==> src/rtl/ps2_pkg.sv <==
// Shared types and byte constants for the PS/2 scan-code decoder.
package ps2_pkg;

  typedef struct packed {
    logic [7:0] code;
    logic       ext;
    logic       brk;
  } ps2_event_t;

  typedef enum logic [2:0] {
    ST_IDLE,
    ST_EXT,
    ST_BRK,
    ST_EXT_BRK,
    ST_PAUSE
  } dec_state_t;

  localparam logic [7:0] PS2_E0 = 8'hE0;
  localparam logic [7:0] PS2_E1 = 8'hE1;
  localparam logic [7:0] PS2_F0 = 8'hF0;

  localparam logic [7:0] PS2_ERR0  = 8'h00;
  localparam logic [7:0] PS2_BAT   = 8'hAA;
  localparam logic [7:0] PS2_ECHO  = 8'hEE;
  localparam logic [7:0] PS2_ACK   = 8'hFA;
  localparam logic [7:0] PS2_BATF  = 8'hFC;
  localparam logic [7:0] PS2_RSND  = 8'hFE;
  localparam logic [7:0] PS2_ERR1  = 8'hFF;

  localparam logic [2:0] PAUSE_SKIP = 3'd7;

  // Keyboard protocol bytes that never represent a key.
  function automatic logic is_drop(input logic [7:0] b);
    return (b == PS2_ERR0) || (b == PS2_BAT) || (b == PS2_ECHO) || (b == PS2_ACK) ||
           (b == PS2_BATF) || (b == PS2_RSND) || (b == PS2_ERR1);
  endfunction

endpackage

==> src/rtl/ps2_event_fifo.sv <==
// Synchronous event FIFO; pointers carry one extra wrap bit to tell full from empty.
module ps2_event_fifo
  import ps2_pkg::*;
#(
  parameter int DEPTH = 8
) (
  input  logic       clk,
  input  logic       reset,
  input  logic       push,
  input  ps2_event_t push_data,
  input  logic       pop,
  output ps2_event_t head,
  output logic       full,
  output logic       empty
);

  localparam int AW = $clog2(DEPTH);

  ps2_event_t mem [DEPTH];
  logic [AW:0] wr_ptr;
  logic [AW:0] rd_ptr;
  logic        do_push;
  logic        do_pop;

  assign empty   = (wr_ptr == rd_ptr);
  assign full    = (wr_ptr[AW] != rd_ptr[AW]) && (wr_ptr[AW-1:0] == rd_ptr[AW-1:0]);
  assign do_pop  = pop && !empty;
  // A same-cycle pop makes room, so a push into a full FIFO still lands.
  assign do_push = push && (!full || do_pop);

  always_ff @(posedge clk or posedge reset) begin
    if (reset) begin
      wr_ptr <= '0;
      rd_ptr <= '0;
    end else begin
      if (do_push) wr_ptr <= wr_ptr + 1'b1;
      if (do_pop)  rd_ptr <= rd_ptr + 1'b1;
    end
  end

  always_ff @(posedge clk) begin
    if (do_push) mem[wr_ptr[AW-1:0]] <= push_data;
  end

  assign head = empty ? '0 : mem[rd_ptr[AW-1:0]];

endmodule

==> src/rtl/ps2_scancode_decoder.sv <==
// Folds PS/2 prefix bytes into key events and queues them for the CPU side.
// Optional typematic-repeat filter: define PS2DEC_TYPEMATIC_FILTER_EN.
//
// state      | meaning
// ST_IDLE    | waiting for a key byte or prefix
// ST_EXT     | E0 seen
// ST_BRK     | F0 seen
// ST_EXT_BRK | E0 F0 seen
// ST_PAUSE   | swallowing the rest of the E1 pause sequence
module ps2_scancode_decoder
  import ps2_pkg::*;
#(
  parameter int DEPTH       = 8,
  parameter int TIMEOUT_CYC = 1000000
) (
  input  logic       clk,
  input  logic       reset,
  input  logic       byte_valid,
  input  logic [7:0] byte_data,
  output logic       ev_valid,
  input  logic       ev_ready,
  output logic [7:0] ev_code,
  output logic       ev_ext,
  output logic       ev_break,
  output logic       overflow,
  input  logic       ovf_clr
);

  localparam int TW = $clog2(TIMEOUT_CYC + 1);
  localparam int CW = (TW > 20) ? TW : 20;

  dec_state_t  state;
  logic [2:0]  skip_cnt;
  logic [CW-1:0] idle_cnt;
  logic        emit;
  logic        push_req;
  ps2_event_t  ev_new;
  ps2_event_t  head;
  logic        fifo_full;
  logic        fifo_empty;
  logic        pop;

  always_comb begin
    emit   = 1'b0;
    ev_new = '0;
    if (byte_valid) begin
      case (state)
        ST_IDLE: begin
          if (byte_data != PS2_E0 && byte_data != PS2_F0 &&
              byte_data != PS2_E1 && !is_drop(byte_data)) begin
            emit   = 1'b1;
            ev_new = '{code: byte_data, ext: 1'b0, brk: 1'b0};
          end
        end
        ST_EXT: begin
          if (byte_data != PS2_F0 && byte_data != PS2_E0) begin
            emit   = 1'b1;
            ev_new = '{code: byte_data, ext: 1'b1, brk: 1'b0};
          end
        end
        ST_BRK: begin
          emit   = 1'b1;
          ev_new = '{code: byte_data, ext: 1'b0, brk: 1'b1};
        end
        ST_EXT_BRK: begin
          emit   = 1'b1;
          ev_new = '{code: byte_data, ext: 1'b1, brk: 1'b1};
        end
        ST_PAUSE: begin
          if (skip_cnt == 3'd1) begin
            emit   = 1'b1;
            ev_new = '{code: PS2_E1, ext: 1'b0, brk: 1'b0};
          end
        end
        default: ;
      endcase
    end
  end

  always_ff @(posedge clk or posedge reset) begin
    if (reset) begin
      state    <= ST_IDLE;
      skip_cnt <= '0;
      idle_cnt <= '0;
    end else begin
      if (byte_valid)                        idle_cnt <= '0;
      else if (idle_cnt < CW'(TIMEOUT_CYC))  idle_cnt <= idle_cnt + 1'b1;

      if (byte_valid) begin
        case (state)
          ST_IDLE: begin
            if (byte_data == PS2_E0)      state <= ST_EXT;
            else if (byte_data == PS2_F0) state <= ST_BRK;
            else if (byte_data == PS2_E1) begin
              state    <= ST_PAUSE;
              skip_cnt <= PAUSE_SKIP;
            end
          end
          ST_EXT: begin
            if (byte_data == PS2_F0)      state <= ST_EXT_BRK;
            else if (byte_data != PS2_E0) state <= ST_IDLE;
          end
          ST_BRK, ST_EXT_BRK: state <= ST_IDLE;
          ST_PAUSE: begin
            skip_cnt <= skip_cnt - 1'b1;
            if (skip_cnt == 3'd1) state <= ST_IDLE;
          end
          default: state <= ST_IDLE;
        endcase
      end else if (state != ST_IDLE && idle_cnt >= CW'(TIMEOUT_CYC - 1)) begin
        state <= ST_IDLE;
      end
    end
  end

`ifdef PS2DEC_TYPEMATIC_FILTER_EN
  logic [511:0] held;
  logic [8:0]   key;

  assign key      = {ev_new.ext, ev_new.code};
  assign push_req = emit && !(!ev_new.brk && held[key]);

  // Map tracks every emitted event, even ones the FIFO ends up dropping.
  always_ff @(posedge clk or posedge reset) begin
    if (reset)     held      <= '0;
    else if (emit) held[key] <= !ev_new.brk;
  end
`else
  assign push_req = emit;
`endif

  assign pop = ev_valid && ev_ready;

  always_ff @(posedge clk or posedge reset) begin
    if (reset)                               overflow <= 1'b0;
    else if (push_req && fifo_full && !pop)  overflow <= 1'b1;
    else if (ovf_clr)                        overflow <= 1'b0;
  end

  ps2_event_fifo #(.DEPTH(DEPTH)) u_fifo (
    .clk       (clk),
    .reset     (reset),
    .push      (push_req),
    .push_data (ev_new),
    .pop       (pop),
    .head      (head),
    .full      (fifo_full),
    .empty     (fifo_empty)
  );

  assign ev_valid = !fifo_empty;
  assign ev_code  = head.code;
  assign ev_ext   = head.ext;
  assign ev_break = head.brk;

endmodule

==> config.mk <==
export PLATFORM = sky130hd
export DESIGN_NAME = ps2_scancode_decoder
export DESIGN_NICKNAME = d
export VERILOG_FILES = /design/src/rtl/ps2_pkg.sv /design/src/rtl/ps2_event_fifo.sv /design/src/rtl/ps2_scancode_decoder.sv
export SDC_FILE = /design/constraint.sdc
export NUM_CORES = 1
export LEC_CHECK = 0
export BUFFER_PORTS_ARGS = -buffer_cell sky130_fd_sc_hd__clkbuf_2
export CAP_MARGIN = 20
export CORE_AREA = 2 2 117 119
export DETAILED_ROUTE_END_ITERATION = 10
export DIE_AREA = 0 0 119 121
export PLACE_DENSITY = 0.59
export SLEW_MARGIN = 25
export SYNTH_ARGS = -nofsm -noshare
export SYNTH_HDL_FRONTEND = slang
export SYNTH_SLANG_ARGS = --single-unit
==> constraint.sdc <==
create_clock -name clk -period 3 [get_ports clk]
set_input_delay 0.3 -clock clk [delete_from_list [all_inputs] [get_ports clk]]
set_output_delay 0.3 -clock clk [all_outputs]
set_load 0.02 [all_outputs]
==> reports/qor.txt, run 1 <==
ys async rst share = 0.304
WS Path Type = register to register
Initial Utilization = 0.393
post-synthesis sequential area ratio = 0.638
clock group share of total power = 0.307
Final Core Density = 0.470
H-tree depth = 4
syn nets = 376
largest net degree at the start of global routing = 36
Tcrit/Tclk final = 0.844
Core ar. = 13,100 sq um
Clk Latency, worst-skew pair = 400 ps
Finished Cell Area = 6150 sq um
met3 usage = 0.0475
Cell Rows = 42
worst setup path start = state[1]
Die ar. = 14,400 sq um
RR Endpoint = u_fifo.mem[0][5]
power per cell area = 1020 nW/um^2
synth top area cells = edfxtp_1, dfrtp_1, mux4_2, nor2_1, xnor2_1
Final Slew Violations = 0
hold crit path type = primary input to register
top_reg_cell synth = edfxtp_1
reg2reg start = state[1]
Peak VDD IR = 0.467 mV
Post-synth top cells = edfxtp_1, nor2_1, dfrtp_1
max-cap violations = 0
vias per inst = 5.19
crit start category = register
wire per inst = 17.6 microns
Worst Tran Pin Value = 579 ps
flop2flop setup slack = 470 ps
I/O pin cnt = 25
CTS tree = yes
fill count = 1,148
postcts setup bufs = 0
EDFF count, synth = 80
Avg Cell Area, Syn = 14.4 sq um
DR vias = 3,066
Routed WL = 10.4 mm
Num Clock Sinks = 115
FF+latch count, synth = 115
area growth from synthesis to final layout = 19.7%
GRT met2 Usage = 0.261
grt total ovfl = 0
slew margin rel. = 0.612
die width = 119 microns
area leader, netlist = edfxtp_1
top fanout value on the critical path = 9
post-DP HPWL = 6.96 mm
Synth Warn # = 0
Finished Layout Cells = 591
crit path DAT = 2640 ps
dpl cell area = 5570 sq um
final worst path period need = 2530 ps
Distinct cells, synth = 54
DR iter-0 viols = 199
worst slack, placed = 367 ps
Seq pwr share = 0.368
first-pass GRT wire length = 17.0 mm
Post-Place Cells = 558
post-synthesis cell count = 358
area share of the largest cell type after synthesis = 0.467
Antenna Violating Nets Remaining = 0
IO buf count = 24
R2R depth = 6
share of cells above drive strength 1 = 0.248
RSZ-0062 raised after global routing = no
Placer Congestion = 0.769
outcome = finished clean
CTS Buf Count = 17
Net Sw Frac = 0.332
fmax = 0.395 GHz
# DRC = 0
met1 Use GR = 0.197
global-route usage over all layers = 0.157
Worst Setup EP = u_fifo.mem[0][5]
Ant. Diodes = 0
Setup WS post-layout = 469 ps
Combinational Power Share = 0.326
Power Internal = 4.19 mW
Leakage = 2.30 nW
Clock transition at path regs = 60 ps
vias in the first global route = 3,141
busiest grt layer = met2
Final nets = 420
clk root buf = clkbuf_16
most frequent cell after synthesis = edfxtp_1
skew final = 9.19 ps
Worst Path Required = 3110 ps
initial antenna violation count = 0
Die Y = 121 microns
Initial DRT Pass Iterations = 6
hold path depth = 2
P_sw = 2.08 mW
Hold Vio Cnt, Final = 0
Syn Std Cell Area = 5140 sq um
Fin Hold WS = 111 ps
CTS Buffer Depth = 2
final setup violating endpoints = 0
Crit. End Element = register
## final cells by class
class,instances,area [sq um],share of cell area
well taps,176,220,0.0358
flip-flops and latches,115,3280,0.533
clock inverters,13,136,0.0222
inverters,11,41.3,0.00671
repair buffers,42,258,0.0419
clock buffers,19,433,0.0704
multi-input cells,215,1780,0.290
## how the worst min path moves through the flow
stage	start	to	slack (ps)
floorplan	ovf_clr	overflow	410
global placement	reset	u_fifo.rd_ptr[3]	430
detailed placement	reset	u_fifo.rd_ptr[3]	420
CTS	ovf_clr	overflow	110
global route	ovf_clr	overflow	90
finish	ovf_clr	overflow	110
## sequential cells by signal (all words and copies together) (netlist names)
| register | count |
|---|---|
| idle_cnt | 20 |
| overflow | 1 |
| skip_cnt | 3 |
| state | 3 |
| u_fifo.mem | 80 |
| u_fifo.rd_ptr | 4 |
| u_fifo.wr_ptr | 4 |
## per-stage QoR
step	setup TNS, ps	power (mW)
2_1_floorplan	-4260	3.75
3_3_place_gp	0	4.35
3_5_place_dp	0	4.40
5_1_grt	0	6.61
6_report	0	6.27
4_1_cts	0	6.33
## power groups by stage
stage                     sequential (mW)  combinational (mW)  clock, mW
after floorplan                      2.22                1.53          0
after global placement               2.32                2.03          0
after detailed placement             2.33                2.07          0
after CTS                            2.30                2.08       1.95
after global routing                 2.33                2.24       2.04
final                                2.30                2.04       1.92
## kinds of logic after synthesis
family / Yosys count / synth area share
compound gates: 30 / 0.0482
xor+xnor: 25 / 0.0426
fa+ha+maj: 6 / 0.0141
buf+inv: 28 / 0.0224
flops: 115 / 0.638
mux: 33 / 0.114
simple gates: 121 / 0.121
## cells in the final DEF (no fill, tap or decap), types with 13 or more instances in the layout
cell type  count
edfxtp_1      80
nor2_1        45
dfrtp_1       35
clkbuf_2      24
mux4_2        20
clkbuf_16     17
buf_4         17
nand2_1       15
xnor2_1       14
nand4_1       13
## timing repair
item                                   CTS  global route
endpoints found under the hold margin   22             0
hold buffers                             1             0
resized for setup                        0             0
## layer usage
metal	share of wire	routed length, microns
met1	0.44	4570
met2	0.51	5290
met3	0.038	397
met4	0.011	116
met5	0	0
## worst max-delay path, stage by stage (launching register included)
cell and delay, ps:
dfrtp_1 460, nor2_1 400, nand3_2 170, o32ai_4 420
o211ai_4 210, nor4_2 330, buf_4 250
(Power assumes the default switching activity.)
==> inputs of run 2 (changes only) <==
Settings changed: ABC_AREA set to 1, CORE_AREA 2 2 117 119 to 2 2 123 125, DIE_AREA 0 0 119 121 to 0 0 125 127, PLACE_DENSITY 0.59 to 0.57.
Clock period 3 ns to 2.4 ns, I/O delays scaled along.
==> reports/qor.txt, run 2 <==
top fanout value on the critical path = 13
WS Path Type = register to primary output
crit start category = register
Power Internal = 4.80 mW
FF+latch count, synth = 115
synth top area cells = edfxtp_1, dfrtp_1, nor2_1, o21ai_0, nand2_1
Die ar. = 15,900 sq um
ys async rst share = 0.304
most frequent cells in the layout = nor2_1, edfxtp_1, nand2_1, o21ai_0, inv_1
CTS Buffer Depth = 2
crit path DAT = 2040 ps
CTS tree = yes
most frequent cell after synthesis = nor2_1
syn nets = 610
Antenna Violating Nets Remaining = 0
Leakage = 2.74 nW
wire per inst = 15.6 microns
grt total ovfl = 0
worst setup path start = u_fifo.wr_ptr[1]
P_sw = 2.81 mW
Final Slew Violations = 0
final worst path period need = 2280 ps
Tcrit/Tclk final = 0.951
max-cap violations = 0
final setup violating endpoints = 0
Routed WL = 13.2 mm
clk root buf = clkbuf_16
Crit. End Element = primary output
Core ar. = 14,400 sq um
Post-synth top cells = nor2_1, edfxtp_1, nand2_1
first-pass GRT wire length = 21.8 mm
Avg Cell Area, Syn = 9.61 sq um
Finished Cell Area = 6850 sq um
Combinational Power Share = 0.350
Clock transition at path regs = 60 ps
Clk Latency, worst-skew pair = 410 ps
vias per inst = 5.18
post-DP HPWL = 9.28 mm
top_reg_cell synth = edfxtp_1
area leader, netlist = edfxtp_1
outcome = finished clean
Cell Rows = 44
post-synthesis sequential area ratio = 0.576
H-tree depth = 4
Synth Warn # = 0
fmax = 0.438 GHz
Hold Vio Cnt, Final = 0
Final Core Density = 0.475
Syn Std Cell Area = 5690 sq um
clock group share of total power = 0.309
reg2reg start = skip_cnt[1]
Peak VDD IR = 0.658 mV
Seq pwr share = 0.341
# DRC = 0
area growth from synthesis to final layout = 20.4%
DR vias = 4,386
die width = 125 microns
hold crit path type = primary input to register
Net Sw Frac = 0.370
dpl cell area = 6180 sq um
skew final = 7.55 ps
Num Clock Sinks = 115
IO buf count = 24
Initial Utilization = 0.395
power per cell area = 1110 nW/um^2
Placer Congestion = 0.810
hold path depth = 4
vias in the first global route = 4,286
Fin Hold WS = 63.0 ps
commonest non-fill, non-tap cell in the layout = nor2_1
R2R depth = 10
Worst Hold Path EP = overflow
Worst Tran Pin Value = 769 ps
area share of the largest cell type after synthesis = 0.422
flop2flop setup slack = 250 ps
max reg flops = 80
Worst Path Required = 2160 ps
share of cells above drive strength 1 = 0.205
Die Y = 127 microns
Ant. Diodes = 0
slew margin rel. = 0.487
hold path start = ovf_clr
Distinct cells, synth = 41
EDFF count, synth = 80
largest net degree at the start of global routing = 36
Initial DRT Pass Iterations = 5
initial antenna violation count = 0
global-route usage over all layers = 0.173
I/O pin cnt = 25
RR Endpoint = u_fifo.mem[3][1]
DR iter-0 viols = 300
Final nets = 668
CTS Buf Count = 17
post-synthesis cell count = 592
-- run 2: power groups by stage --
stage	clock network (mW)	registers, mW	logic, mW
CTS	2.40	2.58	2.60
global placement	0	2.61	2.57
detailed placement	0	2.62	2.59
floorplan	0	2.56	1.81
finish	2.35	2.60	2.66
global route	2.48	2.62	2.95
-- run 2: through the flow --
stage	worst slack (ps)	cells	TNS, ps	total power, mW
after global placement	-84.0	811	-1300	5.19
after global routing	-11.7	847	-11.7	8.05
final	117	847	0	7.61
after CTS	-55.1	844	-1320	7.58
after detailed placement	-48.0	811	-1100	5.21
after floorplan	455	592	0	4.36
-- run 2: critical path, cell delays in order, from the launching register on --
cell and delay [ps]:
dfrtp_1 490, inv_1 160, nand2_1 60, nand4_1 130, or2_4 230, o21ai_0 120
a31oi_1 230, clkbuf_2 220
-- run 2: cells by family after synthesis --
kind of cell	count (synthesis)	synth area share
AND/OR/NAND/NOR	268	0.220
AO/OA/AOI/OAI	116	0.115
flip-flops	115	0.576
buffers and inverters	74	0.0550
XOR/XNOR	13	0.0213
adder cells (fa/ha/maj)	5	0.0110
multiplexers	1	0.00198
-- run 2: worst max-delay path by stage --
| stage | to | slack [ps] | depth (start not counted) |
|---|---|---|---|
| finish | ev_break | 120 | 7 |
| global route | ev_code[5] | -10 | 7 |
| CTS | u_fifo.mem[5][6] | -60 | 9 |
| detailed placement | u_fifo.mem[5][6] | -50 | 9 |
| global placement | u_fifo.mem[0][4] | -80 | 9 |
| floorplan | u_fifo.mem[7][0] | 450 | 10 |
-- run 2: metal layers --
metal | share of wire | track usage
met5 | 0 | 0
met3 | 0.047 | 0.0415
met2 | 0.50 | 0.290
met4 | 0.020 | 0.0673
met1 | 0.44 | 0.219
-- run 2: what timing repair did --
action | 4_1_cts | 5_1_grt
resized for setup | 0 | 12
endpoints found under the setup margin | 30 | 54
pin swaps | 0 | 4
endpoints found under the hold margin | 35 | 0
hold buffers | 1 | 0
setup buffers | 0 | 3
-- run 2: layout make-up --
cell class | count | area (sq um)
Clock buffer | 17 | 425
Clock inverter | 15 | 134
Fill cell | 1363 | 7570
Inverter | 49 | 188
Multi-Input combinational cell | 403 | 2130
Sequential cell | 115 | 3280
Tap cell | 184 | 230
Timing Repair Buffer | 64 | 468
